### config.mk
export PLATFORM = sky130hd
export DESIGN_NAME = interval_tick_timer
export DESIGN_NICKNAME = d
export VERILOG_FILES = /design/src/rtl/interval_tick_timer.sv
export SDC_FILE = /design/constraint.sdc
export NUM_CORES = 1
export LEC_CHECK = 0
export BUFFER_PORTS_ARGS = -buffer_cell sky130_fd_sc_hd__buf_2
export CELL_PAD_IN_SITES_DETAIL_PLACEMENT = 2
export CELL_PAD_IN_SITES_GLOBAL_PLACEMENT = 2
export CORE_MARGIN = 2
export CORE_UTILIZATION = 39
export CTS_BUF_LIST = sky130_fd_sc_hd__clkbuf_4 sky130_fd_sc_hd__clkbuf_8
export DETAILED_ROUTE_END_ITERATION = 10
export HOLD_SLACK_MARGIN = 0.02
export PLACE_DENSITY_LB_ADDON = 0.1
export SLEW_MARGIN = 25
export SYNTH_ARGS = -nofsm -noshare
export SYNTH_HDL_FRONTEND = slang
export SYNTH_SLANG_ARGS = --single-unit
### constraint.sdc
create_clock -name clk -period 3.3 [get_ports clk]
set_clock_uncertainty 0.15 [all_clocks]
set_input_delay 0.165 -clock clk [delete_from_list [all_inputs] [get_ports clk]]
set_output_delay 0.165 -clock clk [all_outputs]
set_load 0.02 [all_outputs]
### src/rtl/interval_tick_timer.sv
// Prescaled down-counting interval timer; emits a one-cycle tick that sets the
// downstream interrupt SR flop, and flags ticks that land on a pending interrupt.
//
//   state | meaning
//   IDLE  | counter held, prescaler parked, waiting for start
//   RUN   | prescaler advancing, counter stepping toward terminal count
module interval_tick_timer #(
  parameter int WIDTH    = 16,
  parameter int PRESCALE = 50000
) (
  input  logic             clk,
  input  logic             reset,
  input  logic             load,
  input  logic [WIDTH-1:0] load_val,
  input  logic             start,
  input  logic             stop,
  input  logic             one_shot,
  input  logic             irq_pending,
  output logic             tick,
  output logic [WIDTH-1:0] count,
  output logic             running,
  output logic             overrun
);

  localparam int             PW   = (PRESCALE > 1) ? $clog2(PRESCALE) : 1;
  localparam logic [PW-1:0]  PMAX = PW'(PRESCALE - 1);

  typedef enum logic {IDLE = 1'b0, RUN = 1'b1} state_t;

  state_t           state, state_n;
  logic [WIDTH-1:0] cnt, cnt_n;
  logic [WIDTH-1:0] reload, reload_n;
  logic [PW-1:0]    presc, presc_n;
  logic             tick_q, tick_n;
  logic             ovr, ovr_n;

  always_ff @(posedge clk or posedge reset) begin
    if (reset) begin
      state  <= IDLE;
      cnt    <= '0;
      reload <= '0;
      presc  <= '0;
      tick_q <= 1'b0;
      ovr    <= 1'b0;
    end else begin
      state  <= state_n;
      cnt    <= cnt_n;
      reload <= reload_n;
      presc  <= presc_n;
      tick_q <= tick_n;
      ovr    <= ovr_n;
    end
  end

  always_comb begin
    state_n  = state;
    cnt_n    = cnt;
    reload_n = reload;
    presc_n  = presc;
    tick_n   = 1'b0;
    ovr_n    = ovr;

    if (load) begin
      reload_n = load_val;
      cnt_n    = load_val;
      presc_n  = '0;
      ovr_n    = 1'b0;
      // a start in the same cycle is judged against the value being loaded
      if (state == IDLE && start && load_val != '0) begin
        state_n = RUN;
      end
    end else if (stop && state == RUN) begin
      state_n = IDLE;
      presc_n = '0;
    end else if (start && state == IDLE) begin
      if (reload != '0) begin
        state_n = RUN;
        presc_n = '0;
        cnt_n   = reload;
      end
    end else if (state == RUN) begin
      if (presc == PMAX) begin
        presc_n = '0;
        if (cnt > WIDTH'(1)) begin
          cnt_n = cnt - WIDTH'(1);
        end else if (cnt == WIDTH'(1)) begin
          cnt_n  = reload;
          tick_n = 1'b1;
          if (irq_pending) ovr_n = 1'b1;
          if (one_shot) state_n = IDLE;
        end else begin
          // count of zero only follows a load of 0: park without ticking
          state_n = IDLE;
        end
      end else begin
        presc_n = presc + PW'(1);
      end
    end
  end

  assign tick    = tick_q;
  assign count   = cnt;
  assign running = (state == RUN);
  assign overrun = ovr;

endmodule

======== After elaboration in Yosys (flattened, before gate mapping) ========
Index checks and enable logic that the tools add are counted.
storage, ports and cells
  flip-flop bits (word level) ............. 51
  output and inout port bits .............. 19
  input bits .............................. 23
  logic and storage cells ................. 74
operators by class
  $add $sub $neg .......................... 2
  order comparisons ....................... 1
  equality and inequality tests ........... 8
  bitwise logic cells ..................... 1
  muxes and demuxes ....................... 39
  reductions and logical operators ........ 17
operators by type and width
  kind                                                                               count
  16-bit 2-to-1 mux                                                                  14
  16-bit nonzero test                                                                2
  1-bit 2-to-1 mux                                                                   25
  16-bit by 1-bit adder with 16-bit output (second input constant)                   1
  16-bit by 1-bit == test with 1-bit output (second input constant)                  1
  16-bit == test (second input constant)                                             1
  16-bit by 1-bit greater-than comparator with 1-bit output (second input constant)  1
  16-bit by 1-bit subtractor with 16-bit output (second input constant)              1
  2-bit nonzero test                                                                 4
  4-bit nonzero test                                                                 2
  7-bit AND reduction                                                                1
  2-bit != test (second input constant)                                              3
  3-bit nonzero test                                                                 2
  5-bit AND reduction                                                                1
  4-bit by 3-bit != test with 1-bit output (second input constant)                   1
  2-bit AND reduction                                                                2
  1-bit logical AND                                                                  3
  3-bit by 2-bit != test with 1-bit output (second input constant)                   1
  2-bit by 1-bit != test with 1-bit output (second input constant)                   1
  1-bit inverter                                                                     1

======== Logic depth before layout (Yosys ltp) ========
  word-level depth ........................ 8
  gate-level depth with buffers ........... 10
  depth with buffers taken out ............ 8

======== Least setup slack after synthesis ========
No wires, ideal clock.
  path kind ............................... register to register
  start point ............................. register cnt[0] (netlist: count[0])
  end point ............................... register cnt[15] (netlist: count[15])
  data arrival time ....................... 2.073 ns
  path buffers ............................ 1
  period minus slack after synthesis ...... 2.351 ns
  slack ................................... 0.949 ns
  cell stages (with the launch flop) ...... 10
  cell sequence ........................... dfrtp_1 > inv_1 > ha_1 > clkbuf_1 > nor2_1 > nor4_4 > a21oi_2 > nor2_1 > a222oi_1 > o21ai_1
between the ends
  word-level cells in the longest chain between the ends .. 7
  elaborated cells between the ends (all ways) .. 11
ends and longest elaborated chain
  element                                                                                                                            RTL line  text
  start: declaration                                                                                                                 31        logic [WIDTH-1:0] cnt, cnt_n;
  start signal: assignment                                                                                                           47        cnt <= cnt_n;
  16-bit by 1-bit subtractor with 16-bit output / 16-bit by 1-bit greater-than comparator with 1-bit output (equally long branches)  85, 84
  16-bit 2-to-1 mux                                                                                                                  84        if (cnt > WIDTH'(1)) begin
  16-bit 2-to-1 mux                                                                                                                  82        if (presc == PMAX) begin
  16-bit 2-to-1 mux                                                                                                                  81        end else if (state == RUN) begin
  16-bit 2-to-1 mux                                                                                                                  75        end else if (start && state == IDLE) begin
  16-bit 2-to-1 mux                                                                                                                  72        end else if (stop && state == RUN) begin
  16-bit 2-to-1 mux                                                                                                                  63        if (load) begin
Several ways; a longest one is shown, not always the timed one. The select of a mux whose other input is x is not followed.
A chain may end at the register's enable or synchronous reset.

======== Worst setup path after layout ========
Same ends and word-level chain as after synthesis.

==> run_results.csv <==
group,metric,value,unit
route,drt_first_pass_iters,6,
clock_tree,cts-htree-levels,2,
layout,diodes,0,
synth,synth_warnings,0,
layout,nets_finish,413,
sta,setup-tns-final,0,ns
route,ant_nets,0,
synth,synth_seq_area_share,0.439,
synth,yosys.cell_types.count,52,
critical_path,critical_path_arrival,2.91,ns
run,maxCapViolations,0,
global_routing,antenna_violations_before_repair,0,
route,drt_first_iter_violations,139,
clock_tree,clk-insertion-delay-late,0.31,ns
route,routed_wirelength,10500,microns
power_and_ir_drop,power,0.00179,W
placed_design,dp_hpwl,7340,microns
synth,synth_async_sr_flop_share,1.00,
synth,synthesized_flop_and_latch_total,51,
sta,finalWorstPathRequiredPeriod,2.88,ns
global_routing,grt.total_usage,0.268,
sta,period_share,0.874,
layout,post_route_cells_drive_above_1_share,0.186,
die,num_rows,31,
clock_tree,cts_sinks,51,
placed_design,post-place-ws,0.485,ns
synth,synthesis.nets,359,
sta,timing.final.hold_violations,0,
synth,syn_inst,333,
layout,final_core_utilization,0.478,
sta,max_clock_freq,0.347,GHz
min_path,timing.hold.worst.class,"in -> reg",
die,die_area,8160,sq um
sta,hold_slack,0.0292,ns
sta,relSlewSlack,0.462,
global_routing,vias_in_the_first_global_route,3221,
die,die-height,90.3,microns
run_status,outcome,"completed",
clock_tree,ctsResizeCount,0,
power_and_ir_drop,p_per_area,517,nW/um^2
die,floorplan.initialDensity,0.401,
power_and_ir_drop,power_leakage,1.49,nW
critical_path,critical_path.startpoint_type,"register",
synth,cell_area_after_synthesis,2910,sq um
critical_path,crit_fanout,17,
synth,yosysTopAreaCellShare,0.439,
route,route.detailed.drc,0,
clock_tree,cts-buffers-inserted,5,
sta,rsz0062_at_grt,"false",
critical_path,ff2ff_setup_slack,0.42,ns
global_routing,gr-total-overflow,0,
placed_design,globalplace.congestion,0.806,
die,num_io_pins,42,
critical_path,worst-endpoint-required,3.33,ns
global_routing,grt_pass1_wl,17400,microns
sta,tightest_slew,0.807,ns
clock_tree,clk_path_buf_depth,2,
route,routedWlPerCell,21.5,microns
synth,post_synth.cell_area_avg,8.73,sq um
clock_tree,cts.clk_slew.worst_paths,0.10,ns
synth,ys.flop_type,"sky130_fd_sc_hd__dfrtp_1",
clock_tree,tritoncts,"yes",
layout,multi_input_comb_area,1480,sq um
synth,synth_area_leaders,"sky130_fd_sc_hd__dfrtp_1 (44%), sky130_fd_sc_hd__o21ai_0 (8.1%), sky130_fd_sc_hd__nand2_1 (4.9%), sky130_fd_sc_hd__nor2_1 (4.5%), sky130_fd_sc_hd__a31oi_1 (2.8%)",
layout,sequential_cell_area,1280,sq um
global_routing,grt_max_degree,34,
min_path,min_delay_path_depth,2,
critical_path,setup.worst_path.end_class,"register",
power_and_ir_drop,max-vdd-ir-drop,0.257,mV
die,fp.dieW,90.3,microns
placed_design,port-buffer-count,41,
critical_path,worst-setup-path-type,"reg -> reg",
layout,fillerInstances,804,
route,post_drt_via_cell_ratio,5.89,
layout,area_delta_synth_final,19.2,%
die,placeableCoreArea,7250,sq um
sta,final_max_slew_viol_count,0,
sta,finalSetupViolations,0,
synth,synth_edf_count,0,
critical_path,r2r.worst_path.cells,8,
sta,setup_ws,0.416,ns
clock_tree,cts_root_buf,"sky130_fd_sc_hd__clkbuf_8",
route,route.vias.total,2867,
synth,netlist.top_cell.by_area,"sky130_fd_sc_hd__dfrtp_1",
-- per-stage QoR --
stage | cell area [sq um] | instances
3_5_place_dp | 3180 | 462
3_3_place_gp | 3180 | 462
5_1_grt | 3470 | 487
6_report | 3470 | 487
4_1_cts | 3470 | 487
2_1_floorplan | 2910 | 333
-- cells in the final DEF, fill, tap and decap left out, types with 4 or more instances in the layout --
| cell type | count |
|---|---|
| sky130_fd_sc_hd__nand3_1 | 14 |
| sky130_fd_sc_hd__o21ai_0 | 47 |
| sky130_fd_sc_hd__nand2_1 | 38 |
| sky130_fd_sc_hd__nor2_1 | 35 |
| sky130_fd_sc_hd__nor3_1 | 6 |
| sky130_fd_sc_hd__and3_1 | 7 |
| sky130_fd_sc_hd__a21oi_1 | 5 |
| sky130_fd_sc_hd__o31ai_1 | 6 |
| sky130_fd_sc_hd__nand4_1 | 6 |
| sky130_fd_sc_hd__dfrtp_1 | 51 |
| sky130_fd_sc_hd__clkbuf_8 | 6 |
| sky130_fd_sc_hd__a31oi_1 | 13 |
| sky130_fd_sc_hd__inv_1 | 15 |
| sky130_fd_sc_hd__nand2b_1 | 4 |
| sky130_fd_sc_hd__nor4_1 | 9 |
| sky130_fd_sc_hd__nor2_2 | 5 |
| sky130_fd_sc_hd__xor2_1 | 5 |
| sky130_fd_sc_hd__a22oi_1 | 4 |
| sky130_fd_sc_hd__buf_2 | 41 |
| sky130_fd_sc_hd__dlygate4sd3_1 | 17 |
| sky130_fd_sc_hd__buf_4 | 5 |
-- cells in the mapped netlist, types with 2 or more instances --
master and number:
sky130_fd_sc_hd__nor2_2 5, sky130_fd_sc_hd__mux2_2 3, sky130_fd_sc_hd__nor4_1 9, sky130_fd_sc_hd__ha_1 3, sky130_fd_sc_hd__o31ai_1 6, sky130_fd_sc_hd__a211oi_1 3
sky130_fd_sc_hd__a31oi_1 13, sky130_fd_sc_hd__buf_2 3, sky130_fd_sc_hd__or2_1 2, sky130_fd_sc_hd__nand4_1 6, sky130_fd_sc_hd__nand2_1 38, sky130_fd_sc_hd__inv_1 16
sky130_fd_sc_hd__o21ai_0 47, sky130_fd_sc_hd__and3_1 7, sky130_fd_sc_hd__nor4_4 2, sky130_fd_sc_hd__nand2b_1 4, sky130_fd_sc_hd__nand3_1 14, sky130_fd_sc_hd__a22oi_1 4
sky130_fd_sc_hd__a22o_1 2, sky130_fd_sc_hd__a222oi_1 2, sky130_fd_sc_hd__nand4b_1 2, sky130_fd_sc_hd__a21oi_1 5, sky130_fd_sc_hd__buf_1 2, sky130_fd_sc_hd__a211o_1 3
sky130_fd_sc_hd__buf_6 2, sky130_fd_sc_hd__xor2_1 5, sky130_fd_sc_hd__nor2_1 35, sky130_fd_sc_hd__buf_4 2, sky130_fd_sc_hd__o41ai_1 2, sky130_fd_sc_hd__or4_4 2
sky130_fd_sc_hd__clkbuf_1 6, sky130_fd_sc_hd__dfrtp_1 51, sky130_fd_sc_hd__o22a_1 2, sky130_fd_sc_hd__a311o_1 2, sky130_fd_sc_hd__nor3_1 6
-- layout make-up --
class,instances,share of cell area
inverter,16,0.0173
tap,99,0.0357
multi-input combinational,250,0.426
sequential,51,0.368
timing repair buffer,63,0.119
clock inverter,2,0.0101
clock buffer,6,0.0238
-- report_power, final --
part	switching, W	total [W]	internal, W
Sequential	0.000114	0.000809	0.000696
Clock	0.000230	0.000476	0.000246
Combinational	0.000327	0.000507	0.000181
-- path summary, 6_finish.rpt --
kind / from / to
min reg2reg: overrun$_DFFE_PP0P_ / overrun$_DFFE_PP0P_
max: count[0]$_DFFE_PP0P_ / count[15]$_DFFE_PP0P_
max reg2reg: count[0]$_DFFE_PP0P_ / count[15]$_DFFE_PP0P_
min in group asynchronous: reset / reload[12]$_DFFE_PP0P_
min: load_val[15] / reload[15]$_DFFE_PP0P_
max in group asynchronous: reset / count[2]$_DFFE_PP0P_
-- critical path, cell delays in order, from the launching register on --
cell and delay [ns]:
sky130_fd_sc_hd__dfrtp_1 0.49, sky130_fd_sc_hd__inv_1 0.11, sky130_fd_sc_hd__ha_1 0.24, sky130_fd_sc_hd__nor2_1 0.23
sky130_fd_sc_hd__nor4_4 0.08, sky130_fd_sc_hd__a21oi_2 0.63, sky130_fd_sc_hd__nor2_1 0.30, sky130_fd_sc_hd__a222oi_1 0.39
sky130_fd_sc_hd__o21ai_1 0.11
-- flip-flops by register name (all words and copies together) (netlist names) --
signal	count
reload	16
overrun	1
presc	16
tick	1
running	1
count	16
-- routing by layer --
layer / routed length (microns) / track usage / part of all wire / vias up
li1: - / - / - / 1324
met1: 4730 / 0.365 / 0.45 / 1454
met2: 5090 / 0.438 / 0.49 / 78
met3: 494 / 0.0492 / 0.047 / 11
met4: 165 / 0.0744 / 0.016 / 0
met5: 0 / 0 / 0 / -
-- repair_timing --
action	4_1_cts	5_1_grt
hold buffers	17	0
hold endpoints to repair	44	0
buffers inserted	0	0
-- cells by family (layout without fill, tap and decap cells) --
| kind of cell | count (synthesis) | in the layout | share of synthesized area |
|---|---|---|---|
| xor+xnor | 6 | 6 | 0.0181 |
| flops | 51 | 51 | 0.439 |
| buf+inv | 32 | 87 | 0.0559 |
| compound gates | 99 | 99 | 0.214 |
| simple gates | 139 | 139 | 0.249 |
| fa+ha+maj | 3 | 3 | 0.0129 |
| mux | 3 | 3 | 0.0116 |
(Power assumes the default switching activity.)
